### src/rtl/score_board.sv
// Register scoreboard for a dual-issue in-order pipeline: tracks where each
// register's pending producer sits (execute/memory/commit) for the bypass network.
package score_board_pkg;
  localparam int unsigned REG_ADDR  = 5;
  localparam int unsigned NUM_REGS  = 32;
  localparam int unsigned NUM_LANES = 2;
  localparam int unsigned NUM_SRCS  = 4;
  localparam int unsigned POS_W     = 3;

  typedef struct packed {
    logic [POS_W-1:0] position;
    logic             line;
  } sb_data_t;
endpackage

module score_board
  import score_board_pkg::*;
(
  input  logic                                 clk,
  input  logic                                 resetn,
  input  logic                                 advance,
  input  logic                                 flush,
  input  logic [NUM_LANES-1:0]                 issue_valid,
  input  logic [NUM_LANES-1:0][REG_ADDR-1:0]   issue_dest,
  input  logic [NUM_LANES-1:0]                 issue_is_load,
  input  logic [NUM_SRCS-1:0][REG_ADDR-1:0]    src_addr,
  output sb_data_t [NUM_SRCS-1:0]              score_board_data,
  output logic [NUM_SRCS-1:0]                  src_ready,
  output logic                                 load_use_stall
);

  logic [NUM_REGS-1:0]            valid_q, valid_d;
  logic [NUM_REGS-1:0][POS_W-1:0] pos_q,   pos_d;
  logic [NUM_REGS-1:0]            line_q,  line_d;
  logic [NUM_REGS-1:0]            load_q,  load_d;

  // Next state: flush beats everything, then shift, then issue overwrites (lane 1 last so it wins).
  always_comb begin
    valid_d = valid_q;
    pos_d   = pos_q;
    line_d  = line_q;
    load_d  = load_q;
    if (flush) begin
      valid_d = '0;
      pos_d   = '0;
      line_d  = '0;
      load_d  = '0;
    end else if (advance) begin
      for (int r = 1; r < NUM_REGS; r++) begin
        pos_d[r]   = {1'b0, pos_q[r][POS_W-1:1]};
        valid_d[r] = valid_q[r] & (|pos_q[r][POS_W-1:1]);
        if (!valid_d[r]) begin
          pos_d[r]  = '0;
          line_d[r] = 1'b0;
          load_d[r] = 1'b0;
        end
      end
      for (int l = 0; l < NUM_LANES; l++) begin
        if (issue_valid[l] && (issue_dest[l] != '0)) begin
          valid_d[issue_dest[l]] = 1'b1;
          pos_d[issue_dest[l]]   = 3'b100;
          line_d[issue_dest[l]]  = 1'(l);
          load_d[issue_dest[l]]  = issue_is_load[l];
        end
      end
    end
    // Register 0 is hardwired: never tracked.
    valid_d[0] = 1'b0;
    pos_d[0]   = '0;
    line_d[0]  = 1'b0;
    load_d[0]  = 1'b0;
  end

  always_ff @(posedge clk or negedge resetn) begin
    if (!resetn) begin
      valid_q <= '0;
      pos_q   <= '0;
      line_q  <= '0;
      load_q  <= '0;
    end else begin
      valid_q <= valid_d;
      pos_q   <= pos_d;
      line_q  <= line_d;
      load_q  <= load_d;
    end
  end

  // Combinational lookup on registered state only.
  always_comb begin
    for (int k = 0; k < NUM_SRCS; k++) begin
      score_board_data[k].position = valid_q[src_addr[k]] ? pos_q[src_addr[k]] : 3'b000;
      score_board_data[k].line     = valid_q[src_addr[k]] & line_q[src_addr[k]];
      src_ready[k] = ~(valid_q[src_addr[k]] & pos_q[src_addr[k]][POS_W-1] & load_q[src_addr[k]]);
    end
  end

  assign load_use_stall = (issue_valid[0] & ~(src_ready[0] & src_ready[1])) |
                          (issue_valid[1] & ~(src_ready[2] & src_ready[3]));

endmodule

### config.mk
export PLATFORM = sky130hd
export DESIGN_NAME = score_board
export DESIGN_NICKNAME = d
export VERILOG_FILES = /design/src/rtl/score_board.sv
export SDC_FILE = /design/constraint.sdc
export NUM_CORES = 1
export LEC_CHECK = 0
export ABC_AREA = 0
export BUFFER_PORTS_ARGS = -buffer_cell sky130_fd_sc_hd__buf_2
export CAP_MARGIN = 10
export CORE_UTILIZATION = 25
export CTS_CLUSTER_SIZE = 28
export DETAILED_ROUTE_END_ITERATION = 10
export RECOVER_POWER = 100
export REMOVE_ABC_BUFFERS = 1
export SYNTH_ARGS = -nofsm -noshare
export SYNTH_HDL_FRONTEND = slang
export SYNTH_SLANG_ARGS = --single-unit
### constraint.sdc
create_clock -name clk -period 3.43 [get_ports clk]
set_clock_uncertainty 0.2 [all_clocks]
set_input_delay 0.1715 -clock clk [delete_from_list [all_inputs] [get_ports clk]]
set_output_delay 0.1715 -clock clk [all_outputs]
set_load 0.05 [all_outputs]
; Word-level counts from Yosys, hierarchy flattened
; Index checks and enable logic that the tools add are counted.
[word_totals]
reg_bits = 186
inputBits = 38
output_inout_bits = 21
elab_cells = 494
[op_classes]
n_lt_le_gt_ge = 8
n_mux = 349
bitwise = 65
reduce_logical = 38
[ops]
columns = op, count
row1 = 2-to-1 mux 32 bit, 18
row2 = 2-to-1 mux 96 bit, 6
row3 = 2-to-1 mux 3 bit, 72
row4 = 2-to-1 mux 1 bit, 200
row5 = OR 32 bit, 5
row6 = bitwise AND 64 bit, 2
row7 = NOT 64 bit, 2
row8 = bitwise mux 32 bit, 2
row9 = 2-to-1 mux 2 bit, 31
row10 = OR reduction 2 bit, 31
row11 = binary-select mux 1 bit (select 5 bit), 12
row12 = binary-select mux 3 bit (select 5 bit), 4
row13 = bitwise AND 1 bit, 47
row14 = "< comparator 5 x 6 -> 1 bit, second input constant", 6
row15 = bitwise AND 32 bit, 1
row16 = NOT 32 bit, 1
row17 = demux 3 bit (select 5 bit), 2
row18 = demux 1 bit (select 5 bit), 2
row19 = ">= comparator 5 x 1 -> 1 bit, second input constant", 2
row20 = nonzero test 5 bit, 2
row21 = NOT 1 bit, 6
row22 = logical AND 1 bit, 4
row23 = nonzero test 2 bit, 1
row24 = OR 1 bit, 1

; Longest topological paths before layout
[logic_depth]
depth_word = 13
ltp_mapped = 10
mapped_depth_nobuf = 7

; Least setup slack after synthesis
; OpenSTA, ideal clock, no wires.
[synth_path]
path_kind = reg2out
start = reg pos_q[5] (netlist name)
end = out load_use_stall
arrival_ps = 3158
t_required_ps = 3059
path_slack_ps = -99
path_stages_with_launch = 9
n_path_buf = 1
path_cell_list = dfrtp_1 > clkbuf_1 > mux2i_1 > mux4_2 > nor3_1 > nor2_1 > a31oi_1 > a22oi_1 > o2bb2ai_1
[synth_between]
elab_chain_len = 9
word_cells_on_any_way = 27
classes_between = mux: 8 / bitwise: 19
[synth_rtl]
columns = element, line
row1 = "start, declared", 33  ; logic [NUM_REGS-1:0][POS_W-1:0] pos_q, pos_d;
row2 = "start signal, assigned", 82  ; pos_q <= pos_d;
row3 = binary-select mux 3 bit (select 5 bit), 93  ; src_ready[k] = ~(valid_q[src_addr[k]] & pos_q[src_addr[k]][POS_W-1] & load_q[src_addr[k]]);
row4 = 2-to-1 mux 3 bit (not written as such), 93
row5 = bitwise AND 1 bit (2 in a row), 93
row6 = NOT 1 bit, 93
row7 = bitwise AND 1 bit (on tied branches), "97, 98"
row8 = NOT 1 bit (on tied branches), "97, 98"
row9 = bitwise AND 1 bit (on tied branches), "97, 98"
row10 = OR 1 bit (*), 97  ; assign load_use_stall = (issue_valid[0] & ~(src_ready[0] & src_ready[1])) |
row11 = "end, declared", 29  ; output logic load_use_stall
; Every way passes the cells marked *; elsewhere a longest branch is shown, timed or not. The select of a mux whose other input is x is not followed.

; Worst setup path after layout
[layout_path]
start = reg valid_q[22]
end = out load_use_stall
[layout_between]
elab_chain_len = 9
word_cells_on_any_way = 27
classes_between = mux: 8 / bitwise: 19
[layout_rtl]
columns = element, line
row1 = "start, declared", 32  ; logic [NUM_REGS-1:0] valid_q, valid_d;
row2 = "start signal, assigned", 81  ; valid_q <= valid_d;
row3 = binary-select mux 1 bit (select 5 bit), 93
row4 = 2-to-1 mux 1 bit (not written as such), 93
row5 = bitwise AND 1 bit (2 in a row), 93
row6 = NOT 1 bit, 93
row7 = bitwise AND 1 bit (on tied branches), "97, 98"
row8 = NOT 1 bit (on tied branches), "97, 98"
row9 = bitwise AND 1 bit (on tied branches), "97, 98"
row10 = OR 1 bit (*), 97
; Marks and branches as above.

==> run_results.csv <==
group,metric,value,unit
status,outcome,"complete, but fails checks",
status,violated_checks,"max-capacitance violations, max-slew violations, negative setup slack",
layout,antennaDiodeCount,0,
power,netsw,0.00170,W
cts,cts_buffers,17,
cts,numClockSinks,186,
place,gp_congestion,1.03,
timing,final_worst_path_setup_slack,-0.0664,ns
place,detailed_place_hpwl,53.7,mm
grt,grt_first_pass_wirelength,104,mm
timing,report.final.hold_viol_count,0,
yosys,netlist_instances,1660,
grt,grt_overflow,0,
cts,clock-root-buffer,"sky130_fd_sc_hd__clkbuf_16",
yosys,synth_area_per_cell,9.52,um^2
hold_path,min-delay-path-class,"in2reg",
yosys,syn-cell-area,15800,um^2
yosys,synth-seq-cells,186,
timing,fmaxAchievable,0.286,GHz
floorplanning,fp.dieArea,64200,um^2
critical_path,worstSetupPathType,"reg2out",
timing,final_period_minus_worst_setup_slack,3.50,ns
yosys,synth-edff-count,0,
grt,gr-usage-all-layers,0.223,
place,port_buffers,58,
critical_path,worst-path-max-fanout,4,
cts,cts-htree-levels,4,
power,share_seq_of_total_power,0.427,
power,pint,0.00356,W
timing,slew_violations,209,
power,design_power_total,0.00526,W
routing,first_iter_violations,2110,
layout,final_cell_area,18100,um^2
layout,utilization,0.292,
layout,fin_cells,2548,
layout,drive_gt1_frac,0.236,
grt,grt_antenna_before_repair,3,
layout,final.fill_count,6455,
critical_path,crit_arrival,3.12,ns
yosys,synth_top_cells_by_area,"sky130_fd_sc_hd__dfrtp_1, sky130_fd_sc_hd__mux4_2, sky130_fd_sc_hd__nand2_1, sky130_fd_sc_hd__a21oi_1, sky130_fd_sc_hd__nor2_1",
timing,worstMarginPinSlew,2.77,ns
timing,setup_viol_count_final,3,
flow_run,max_cap_violations,2,
routing,wl_per_cell,28.0,um
timing,rsz0062_at_grt,"true",
floorplanning,die_x_extent,253,um
critical_path,crit_path_start_kind,"flip-flop",
yosys,post-synth-top-area-fraction,0.295,
place,placedCellCount,2512,
layout,multi_input_comb_area,10400,um^2
yosys,synth-warning-count,0,
layout,layout.cells.most_common_list,"sky130_fd_sc_hd__nand2_1, sky130_fd_sc_hd__dfrtp_1, sky130_fd_sc_hd__nor2_1",
routing,firstDrtPassIters,6,
floorplanning,die-height,253,um
yosys,synth_top_area_cell,"sky130_fd_sc_hd__dfrtp_1",
yosys,synth.lib_cells_used.distinct,59,
place,dp_worst_setup_slack,-0.189,ns
floorplanning,floorplan.core_area,62100,um^2
timing,worst_slew_margin_rel,-0.847,
cts,cts_tree,"built",
critical_path,endpoint_type_of_the_worst_setup_path,"output port",
grt,grt_pass1_vias,14631,
layout,nets,1736,
power,ir_worst_vdd,0.000372,V
floorplanning,rows,91,
power,total_leakage_power,6.73,nW
grt,grt_max_degree,179,
power,power_switching_share,0.323,
critical_path,crit_required,3.06,ns
power,power.clock.fraction,0.394,
power,power.density,290,nW/um^2
routing,detail-route-antenna-nets,0,
routing,route.detailed.vias_per_inst,6.02,
power,p_comb_frac,0.179,
place,dpl_cell_area,17500,um^2
yosys,seq_area_frac_synth,0.295,
floorplanning,initial_utilization,0.255,
layout,ff_latch_area,4660,um^2
cts,clock_path_buffers,2,
yosys,synth_async_sr_flop_share,1.00,
routing,vias,15346,
floorplanning,number_of_placed_i_o_pins,59,
layout,area_delta_synth_final,14.7,%
cts,clk_latency,0.48,ns
routing,remaining_design_rule_violation_count,0,
layout,final_common_cell,"sky130_fd_sc_hd__nand2_1",
timing,timing.final.crit_share,1.02,
yosys,synthFlopType,"sky130_fd_sc_hd__dfrtp_1",
routing,wl,71.3,mm
cts,clk_transition_reported_paths,0.08,ns
-- layer usage --
| layer | share of wire | track usage |
|---|---|---|
| met1 | 0.41 | 0.313 |
| met3 | 0.10 | 0.0461 |
| met5 | 0.00038 | 0 |
| met2 | 0.44 | 0.326 |
| met4 | 0.047 | 0.106 |
-- layout make-up --
type,count,area share
clock inverters,14,0.00801
clock buffers,18,0.0242
repair buffers,165,0.0752
inverters,28,0.00594
well taps,837,0.0578
flip-flops and latches,186,0.257
multi-input cells,1300,0.572
-- repair_timing --
action / in CTS / in global routing
pin swaps: 1 / 1
endpoints found under the hold margin: 97 / 0
setup endpoints to repair: 10 / 10
hold buffers: 3 / 0
setup buffers: 1 / 0
gates resized for setup: 14 / 8
-- path summary, 6_finish.rpt --
| kind | depth (start not counted) | to | start | slack [ns] |
|---|---|---|---|---|
| min | 3 | pos_q[62] | issue_valid[1] | 0.07 |
| min in group asynchronous | 2 | pos_q[13] | resetn | 0.71 |
| max | 10 | load_use_stall | valid_q[22] | -0.07 |
| min reg2reg | 2 | pos_q[54] | pos_q[54] | 0.39 |
| max reg2reg | 6 | load_q[13] | pos_q[41] | 1.51 |
| max in group asynchronous | 3 | valid_q[20] | resetn | 0.57 |
-- per-stage QoR --
step           hold WS (ns)  setup TNS, ns
2_1_floorplan        -0.324        -0.0320
4_1_cts              0.0393       -0.00846
6_report             0.0714         -0.119
3_5_place_dp         0.0848         -0.472
3_3_place_gp         0.0817         -0.730
5_1_grt               0.105         -0.350
-- power by group through the flow --
| stage | logic (W) | clock network (W) | registers (W) |
|---|---|---|---|
| after CTS | 0.000936 | 0.00209 | 0.00224 |
| after global placement | 0.000923 | 0 | 0.00228 |
| final | 0.000941 | 0.00207 | 0.00224 |
| after floorplan | 0.000337 | 0 | 0.00227 |
| after detailed placement | 0.000924 | 0 | 0.00228 |
| after global routing | 0.000990 | 0.00217 | 0.00224 |
-- worst max-delay path, stage by stage, from the launching register on --
cell                        delay [ns]
sky130_fd_sc_hd__dfrtp_1          0.47
sky130_fd_sc_hd__buf_4            0.19
sky130_fd_sc_hd__mux4_2           0.48
sky130_fd_sc_hd__mux2i_4          0.24
sky130_fd_sc_hd__nor3_1           0.10
sky130_fd_sc_hd__nor4_2           0.36
sky130_fd_sc_hd__a31oi_2          0.09
sky130_fd_sc_hd__a22oi_2          0.28
sky130_fd_sc_hd__o2bb2ai_1        0.10
sky130_fd_sc_hd__buf_4            0.17
sky130_fd_sc_hd__buf_12           0.15
-- sequential cells by signal (all words and copies together), names as in the netlist --
signal	count
pos_q	93
line_q	31
valid_q	31
load_q	31
-- cells in the mapped netlist (13+ instances only) --
cell type	instances
sky130_fd_sc_hd__a221oi_1	13
sky130_fd_sc_hd__buf_6	17
sky130_fd_sc_hd__buf_4	14
sky130_fd_sc_hd__nor2b_1	24
sky130_fd_sc_hd__nor4_1	17
sky130_fd_sc_hd__o211ai_1	25
sky130_fd_sc_hd__clkbuf_1	78
sky130_fd_sc_hd__a211oi_1	28
sky130_fd_sc_hd__nand2b_1	18
sky130_fd_sc_hd__o31ai_1	24
sky130_fd_sc_hd__inv_1	22
sky130_fd_sc_hd__a21oi_1	144
sky130_fd_sc_hd__nand2_1	209
sky130_fd_sc_hd__o21ai_0	81
sky130_fd_sc_hd__dfrtp_1	186
sky130_fd_sc_hd__mux2_2	29
sky130_fd_sc_hd__mux2i_1	58
sky130_fd_sc_hd__nand3_1	59
sky130_fd_sc_hd__nor3_1	27
sky130_fd_sc_hd__nand4_1	14
sky130_fd_sc_hd__a22oi_1	30
sky130_fd_sc_hd__nor3b_1	28
sky130_fd_sc_hd__and2_1	17
sky130_fd_sc_hd__mux4_2	160
sky130_fd_sc_hd__buf_2	26
sky130_fd_sc_hd__nor2_1	166
-- kinds of logic after synthesis --
kind of cell	share of synthesized area
flops	0.295
compound gates	0.168
simple gates	0.187
mux	0.295
buf+inv	0.0548
Power figures use the tool's default switching activity.
